===== config.mk =====
export PLATFORM = sky130hd
export DESIGN_NAME = pipe_ctrl
export DESIGN_NICKNAME = d
export VERILOG_FILES = /design/src/rtl/pipe_ctrl_pkg.sv /design/src/rtl/pipe_ctrl_stall_prio.sv /design/src/rtl/pipe_ctrl.sv
export SDC_FILE = /design/constraint.sdc
export NUM_CORES = 1
export LEC_CHECK = 0
export CORE_AREA = 5 5 76 78
export DETAILED_ROUTE_END_ITERATION = 16
export DIE_AREA = 0 0 81 83
export MAX_ROUTING_LAYER = met4
export PLACE_DENSITY = 0.82
export SLEW_MARGIN = 20
export SYNTH_ARGS = -nofsm -noshare
export SYNTH_HDL_FRONTEND = slang
export SYNTH_SLANG_ARGS = --single-unit

===== constraint.sdc =====
create_clock -name clk -period 2.7 [get_ports clk]
set_input_delay 0.81 -clock clk [delete_from_list [all_inputs] [get_ports clk]]
set_output_delay 0.81 -clock clk [all_outputs]
set_load 0.005 [all_outputs]

===== src/rtl/pipe_ctrl_pkg.sv =====
// Shared definitions for the pipeline controller.
// Holds the redirect FSM state encodings, the default exception entry address
// and the stage index constants used to address stallreq/stall/bubble bits.
// Ports: none (package only).
package pipe_ctrl_pkg;

    // Redirect FSM encodings (plain constants so legacy tools can consume them)
    localparam logic [1:0] ST_IDLE  = 2'd0;
    localparam logic [1:0] ST_PEND  = 2'd1;
    localparam logic [1:0] ST_FLUSH = 2'd2;

    localparam logic [31:0] EXC_VECTOR_DEFAULT = 32'hBFC0_0380;

    // Stage indices: 0 is the fetch PC stage, the last is write-back
    localparam int unsigned STG_PC  = 0;
    localparam int unsigned STG_IC  = 1;
    localparam int unsigned STG_ID  = 2;
    localparam int unsigned STG_EX  = 3;
    localparam int unsigned STG_DC  = 4;
    localparam int unsigned STG_MEM = 5;
    localparam int unsigned STG_WB  = 6;
    localparam int unsigned NUM_STAGES_DEFAULT = STG_WB + 1;

endpackage


===== src/rtl/pipe_ctrl_stall_prio.sv =====
// Stall priority encoder.
// The highest stage requesting a stall holds itself and every younger stage
// in front of it, and the stage directly behind it receives a bubble.
// Ports:
//   stallreq [STAGES] in  - per-stage stall request, bit k from stage k
//   stall    [STAGES] out - bit k holds stage k's pipeline register
//   bubble   [STAGES] out - bit k loads a NOP into stage k's pipeline register
module pipe_ctrl_stall_prio #(
    parameter int unsigned STAGES = 7
) (
    input  logic [STAGES-1:0] stallreq,
    output logic [STAGES-1:0] stall,
    output logic [STAGES-1:0] bubble
);

    // stall[k] is the OR of all requests at index k and above
    always_comb begin
        logic any_above;
        any_above = 1'b0;
        stall     = '0;
        for (int k = STAGES - 1; k >= 0; k--) begin
            any_above = any_above | stallreq[k];
            stall[k]  = any_above;
        end
    end

    // The bubble goes into the first stage past the top of the stalled run
    assign bubble = {stall[STAGES-2:0] & ~stall[STAGES-1:1], 1'b0};

endmodule


===== src/rtl/pipe_ctrl.sv =====
// Pipeline stall / flush controller.
// Combines per-stage stall requests and the memory-side freeze into the
// stall/bubble vectors, and sequences exception/eret redirects through an
// IDLE -> (PEND) -> (FLUSH) FSM that drives flush and new_pc.
// Optional build macro: PIPE_CTRL_PERF_EN adds three saturating perf counters.
// Ports:
//   clk, rst                    - clock, synchronous active-high reset
//   stallreq [STAGES]           - per-stage stall requests
//   stallreq_from_outside       - memory-side stall, freezes the whole pipe
//   exc_valid, exc_is_eret      - exception / eret committing in mem stage
//   exc_epc [32]                - eret return address
//   stall, bubble [STAGES]      - per-stage hold / NOP insert
//   flush                       - kill all in-flight instructions
//   new_pc [32]                 - redirect target, zero while flush is low
//   busy                        - redirect pending or flushing
//   perf_* [32] (macro only)    - stall cycles, outside cycles, flush events
module pipe_ctrl
    import pipe_ctrl_pkg::*;
#(
    parameter int unsigned STAGES       = NUM_STAGES_DEFAULT,
    parameter int unsigned FLUSH_CYCLES = 1,
    parameter logic [31:0] EXC_VECTOR   = EXC_VECTOR_DEFAULT
) (
    input  logic              clk,
    input  logic              rst,
    input  logic [STAGES-1:0] stallreq,
    input  logic              stallreq_from_outside,
    input  logic              exc_valid,
    input  logic              exc_is_eret,
    input  logic [31:0]       exc_epc,
    output logic [STAGES-1:0] stall,
    output logic [STAGES-1:0] bubble,
    output logic              flush,
    output logic [31:0]       new_pc,
    output logic              busy
`ifdef PIPE_CTRL_PERF_EN
    ,
    output logic [31:0]       perf_stall_cycles,
    output logic [31:0]       perf_outside_cycles,
    output logic [31:0]       perf_flush_events
`endif
);

    localparam bit         MULTI_FLUSH = (FLUSH_CYCLES > 1);
    localparam logic [3:0] FLUSH_LAST  = 4'(FLUSH_CYCLES - 1);

    logic [1:0]        state_q, state_d;
    logic [3:0]        cnt_q, cnt_d;
    logic [31:0]       tgt_q, tgt_d;
    logic [31:0]       live_tgt;
    logic              flush_raw;
    logic              in_idle;
    logic [STAGES-1:0] prio_stall, prio_bubble;

    pipe_ctrl_stall_prio #(
        .STAGES (STAGES)
    ) u_stall_prio (
        .stallreq (stallreq),
        .stall    (prio_stall),
        .bubble   (prio_bubble)
    );

    assign live_tgt = exc_is_eret ? exc_epc : EXC_VECTOR;
    assign in_idle  = (state_q == ST_IDLE);

    // cnt_q holds the number of flush cycles already spent on this redirect
    always_comb begin
        state_d   = state_q;
        cnt_d     = cnt_q;
        tgt_d     = tgt_q;
        flush_raw = 1'b0;
        case (state_q)
            ST_IDLE: begin
                if (exc_valid) begin
                    tgt_d = live_tgt;
                    if (!stallreq_from_outside) begin
                        flush_raw = 1'b1;
                        if (MULTI_FLUSH) begin
                            state_d = ST_FLUSH;
                            cnt_d   = 4'd1;
                        end
                    end else begin
                        state_d = ST_PEND;
                    end
                end
            end
            ST_PEND: begin
                if (!stallreq_from_outside) begin
                    flush_raw = 1'b1;
                    if (MULTI_FLUSH) begin
                        state_d = ST_FLUSH;
                        cnt_d   = 4'd1;
                    end else begin
                        state_d = ST_IDLE;
                    end
                end
            end
            ST_FLUSH: begin
                flush_raw = 1'b1;
                // An outside stall keeps flush high but does not count
                if (!stallreq_from_outside) begin
                    if (cnt_q == FLUSH_LAST) begin
                        state_d = ST_IDLE;
                        cnt_d   = 4'd0;
                    end else begin
                        cnt_d = cnt_q + 4'd1;
                    end
                end
            end
            default: begin
                state_d = ST_IDLE;
                cnt_d   = 4'd0;
            end
        endcase
    end

    always_ff @(posedge clk) begin
        if (rst) begin
            state_q <= ST_IDLE;
            cnt_q   <= 4'd0;
            tgt_q   <= 32'd0;
        end else begin
            state_q <= state_d;
            cnt_q   <= cnt_d;
            tgt_q   <= tgt_d;
        end
    end

    // Outputs are gated by rst so they read zero during the reset cycle itself
    always_comb begin
        flush  = flush_raw & ~rst;
        busy   = ~in_idle & ~rst;
        new_pc = 32'd0;
        if (flush) begin
            new_pc = in_idle ? live_tgt : tgt_q;
        end
        if (rst || flush) begin
            stall  = '0;
            bubble = '0;
        end else if (stallreq_from_outside) begin
            stall  = '1;
            bubble = '0;
        end else begin
            stall  = prio_stall;
            bubble = prio_bubble;
        end
    end

`ifdef PIPE_CTRL_PERF_EN
    logic flush_prev_q;

    always_ff @(posedge clk) begin
        if (rst) begin
            flush_prev_q        <= 1'b0;
            perf_stall_cycles   <= 32'd0;
            perf_outside_cycles <= 32'd0;
            perf_flush_events   <= 32'd0;
        end else begin
            flush_prev_q <= flush;
            if (|stall && perf_stall_cycles != 32'hFFFF_FFFF) begin
                perf_stall_cycles <= perf_stall_cycles + 32'd1;
            end
            if (stallreq_from_outside && perf_outside_cycles != 32'hFFFF_FFFF) begin
                perf_outside_cycles <= perf_outside_cycles + 32'd1;
            end
            if (flush && !flush_prev_q && perf_flush_events != 32'hFFFF_FFFF) begin
                perf_flush_events <= perf_flush_events + 32'd1;
            end
        end
    end
`endif

endmodule


Yosys cells after proc, flatten, opt, wreduce, memory -nomap -nowiden. Cells that the tools add are included.

Input port bits: 44. RAM bits: 0. Bits in latches: 0. Output and inout bits: 48. Memory bits (read-only): 0. Register bits after elaboration: 38. Memories kept: 0. Logic and storage cells: 50.

Bitwise logic cells: 13. Shifts and indexed selects: 0. $mul: 0. Equality and inequality tests: 7. Add/sub/neg operators: 1. Divide/modulo/power cells: 0. $lt $le $gt $ge: 0. Reduce and logical (&&, ||, !) cells: 7. Muxes and demuxes: 19.

Operators with widths (count): 2-to-1 mux 32 bit (3); 2-to-1 mux 7 bit (4); 2-to-1 mux 2 bit (5); inequality test 2 bit, second input constant (5); 2-to-1 mux 4 bit (2); case mux 4 bit (2 select lines) (1); bitwise AND 6 bit (1); NOT 6 bit (1); bitwise OR 1 bit (6); case mux 2 bit (3 select lines) (1); AND reduction 5 bit (1); adder 4 x 1 -> 4 bit, second input constant (1); logical NOT 4 bit (1); AND reduction 2 bit (2); NOT 1 bit (3); case mux 1 bit (3 select lines) (1); bitwise AND 1 bit (2); equality test 2 x 1 -> 1 bit, second input constant (1); equality test 2 bit, second input constant (1); logical NOT 2 bit (1); 2-to-1 mux 1 bit (2); OR reduction 2 bit (1); logical OR 1 bit (1).

Longest topological paths before layout.
Depth in word-level cells: 9. Gate-level depth with buffers: 5.

Modules after synthesis. A second synthesis with hierarchy kept.

Cells, all modules: 297. Area total of the unflattened synthesis: 2183.3 µm².

By module, submodules not included: pipe_ctrl (seq. area each 660.6 µm², area each 2059.5 µm², instances 1, cells each 278); pipe_ctrl_stall_prio (seq. area each 0.0 µm², area each 123.9 µm², instances 1, cells each 19).

Worst setup path after synthesis. No wires, ideal clock.

Path kind: input-to-output. Start: input port rst. End: output port new_pc[31]. Arrival time: 1698 ps. Slack: 192 ps. Stages: 5. Data required time: 1890 ps. Path through: buf_2 or3_1 buf_2 buf_6 nor2_1.

Cells in the longest elaborated chain, start to end: 3.

Ends and longest elaborated chain: from (decl) (RTL line pipe_ctrl.sv:25) `input logic rst,`; NOT 1 bit (RTL line pipe_ctrl.sv:131) `flush = flush_raw & ~rst;`; bitwise AND 1 bit (RTL line pipe_ctrl.sv:131); 2-to-1 mux 32 bit (RTL line pipe_ctrl.sv:134) `if (flush) begin`; to (decl) (RTL line pipe_ctrl.sv:34) `output logic [31:0] new_pc,`.

No other way between the ends.

Worst setup path in the final report.
Start: input port stallreq_from_outside. End: output port bubble[3].

Cells in the longest elaborated chain, start to end: 6.

Ends and longest elaborated chain: from (decl) (RTL line pipe_ctrl.sv:27) `input logic stallreq_from_outside,`; 2-to-1 mux 1 bit (RTL line pipe_ctrl.sv:76, pipe_ctrl.sv:88); 2-to-1 mux 1 bit (RTL line pipe_ctrl.sv:74) `if (exc_valid) begin`; case mux 1 bit (3 select lines) (RTL line pipe_ctrl.sv:72) `case (state_q)`; bitwise AND 1 bit (RTL line pipe_ctrl.sv:131); logical OR 1 bit (RTL line pipe_ctrl.sv:137) `if (rst || flush) begin`; 2-to-1 mux 7 bit (*) (RTL line pipe_ctrl.sv:137); to (decl) (RTL line pipe_ctrl.sv:32) `output logic [STAGES-1:0] bubble,`.

Mark *: on every way between the ends. The rest lies on a longest branch, timed or not.

==> results.json <==
{
  "drt_iter0_drc": 123,
  "violations": "negative setup slack",
  "grt_first_pass_wirelength_um": 10700,
  "gr-total-overflow": 0,
  "clock_latency_ps": 290,
  "netlist_area_um2": 2050,
  "die-area_um2": 6720,
  "rsz0062_at_grt": "true",
  "drive_gt1_frac": 0.318,
  "synth.area.top_cells": "dfxtp_1 (32%), nand2_1 (10%), nand3b_1 (7.3%)",
  "powerDensity_nw_per_um2": 423,
  "areaGrowthSynthToFinish_pct": 64.5,
  "core_area_um2": 5010,
  "grt_antenna_before_repair": 0,
  "h-tree-depth": 2,
  "avgViaCountPerCell": 5.06,
  "synth_top_area_share": 0.323,
  "critPathArrivalTime_ps": 1910,
  "finalSetupTns_ps": -51.4,
  "path_buf_inv": 5,
  "root_buffer": "clkbuf_8",
  "dp_hpwl_um": 4370,
  "synth.largest_area_cell": "dfxtp_1",
  "drt_wl_total_um": 6580,
  "dp_cells": 449,
  "fin_crit_sh": 1.01,
  "switching_share": 0.253,
  "ioPinCount": 92,
  "setup_viol_count_final": 3,
  "layout_commonest_cell": "nand2_1",
  "grt_usage": 0.201,
  "drc_errors": 0,
  "path_max_fanout": 6,
  "power_uw": 1420,
  "vias": 2387,
  "p_sw_uw": 361,
  "grt_pass1_vias": 2359,
  "final_max_slew_viol_count": 0,
  "criticalPathCategory": "in -> out",
  "fmax_ghz": 0.367,
  "clk_pin_slew_ps": 70,
  "fin_cells": 472,
  "yosys.cell_types.count": 26,
  "p_int_uw": 1060,
  "chipWidth_um": 81,
  "rows": 26,
  "p_clk_frac": 0.392,
  "drv_cap": 0,
  "vdd_drop_max_v": 0.000355,
  "yosys_register_bits": 33,
  "initial_core_util": 0.408,
  "clk_path_buf_depth": 2,
  "grt_max_degree": 45,
  "critPathRequiredTime_ps": 1890,
  "synth.avg_cell_area_um2": 7.10,
  "seqPwrFrac": 0.370,
  "final.setup_skew_ps": 2.59,
  "die_height_um": 83,
  "hold_violations": 0,
  "dpl_cell_area_um2": 3140,
  "finalInstanceArea_um2": 3370,
  "ys_seq_area_frac": 0.323,
  "place_ws_ps": -757,
  "worst_slack_ps": -24.2,
  "status": "finished, violations left",
  "start_kind": "input pin",
  "clkSinkCount": 33,
  "cts_buffers": 5,
  "final.fill_count": 434,
  "cpMostUsedCell": "buf_4",
  "path_delay_family": "buffers and inverters",
  "ant_nets": 0,
  "max_stage_delay_ps": 270,
  "fin_nets": 445,
  "syn_nets": 332,
  "wl_per_cell_um": 13.9,
  "path_cells": "buf_8, buf_6, nor4_4, buf_4, buf_4, and4b_1, buf_2",
  "diodes": 0,
  "syn_inst": 288,
  "cts_tree": "yes",
  "cp_slowest_cell": "nor4_4",
  "gp_congestion": 0.763,
  "drt-pass1-iter-count": 4,
  "hp-class": "reg -> reg",
  "io_buffers": 90,
  "period_minus_slack_ps": 2720,
  "yosysWarnings": 0,
  "cts_hold_buffers": 0,
  "critPathCaptureType": "output pin",
  "power_leakage_uw": 0.00139,
  "most-common-layout-cells": "nand2_1 (55), clkdlybuf4s50_1 (35), buf_4 (35), buf_2 (32), dfxtp_1 (32)",
  "combPwrFrac": 0.237
}
==> cell type report <==
class / count / area, µm² / area share
multi-input combinational: 223 / 1300 / 0.385
timing repair buffer: 135 / 1170 / 0.349
sequential: 33 / 662 / 0.197
tap: 70 / 87.6 / 0.0260
clock buffer: 5 / 68.8 / 0.0204
clock inverter: 3 / 65.1 / 0.0193
inverter: 3 / 11.3 / 0.00335
==> cells by family after synthesis <==
group	count (synthesis)	synth area share
and+or+nand+nor	153	0.367
DFF	33	0.323
AOI/OAI and AO/OA	69	0.231
other	1	0.00183
buffers and inverters	32	0.0771
==> repair_timing <==
item                       4_1_cts  5_1_grt
buffers inserted                11        2
setup endpoints to repair       47       40
pin swaps                        5        4
gates cloned                     2        0
gates resized for setup        181       21
==> stage by stage <==
stage          utilization  hold WS (ps)
2_1_floorplan            -           436
3_3_place_gp         0.627           442
3_5_place_dp         0.627           446
4_1_cts              0.662           457
5_1_grt              0.672           473
6_report             0.672           455
==> per-layer routing <==
layer  wire length, µm  vias up  track usage
met5                 0        -            -
met4                99        0       0.0568
met3               403       14       0.0422
met2              3450       81        0.353
met1              2620     1095        0.226
li1                  -     1197            -
==> synth_stat cells <==
cell type	count
nor3b_1	1
a21oi_2	17
buf_1	1
nor4_4	1
or3_1	1
and4b_1	1
clkbuf_1	15
a31oi_1	1
a21oi_1	26
buf_6	3
inv_1	3
buf_4	1
nor2b_1	14
nand2_1	55
nand3b_1	20
nand4b_1	1
nand2b_1	1
nor2_1	35
buf_2	9
dfxtp_1	33
o21bai_1	1
o21a_1	12
conb_1	1
nor3_1	2
a211oi_1	12
nand3_1	21
==> registers in the layout, summed over array words and instances, names as in the netlist <==
name / cells
state_q: 1
tgt_q: 32
==> worst paths after layout <==
check / start / to / slack, ps / cells after the start
worst max register to register: state_q[0] / tgt_q[20] / 1310 / 5
worst min-delay path: tgt_q[21] / tgt_q[21] / 460 / 2
worst max-delay path: stallreq_from_outside / bubble[3] / -20 / 7
worst min register to register: tgt_q[21] / tgt_q[21] / 460 / 2
==> tightest hold or removal path, stage by stage, from the launching register on <==
cell and delay, ps:
dfxtp_1 310, nand2_1 50, a21oi_1 50
==> power groups by stage <==
stage	registers (µW)	clock network (µW)	logic (µW)
2_1_floorplan	535	0	150
3_3_place_gp	537	0	311
3_5_place_dp	539	0	319
4_1_cts	528	563	332
5_1_grt	531	593	370
6_report	528	559	338
Note: power is estimated with default switching activity, not from simulation.
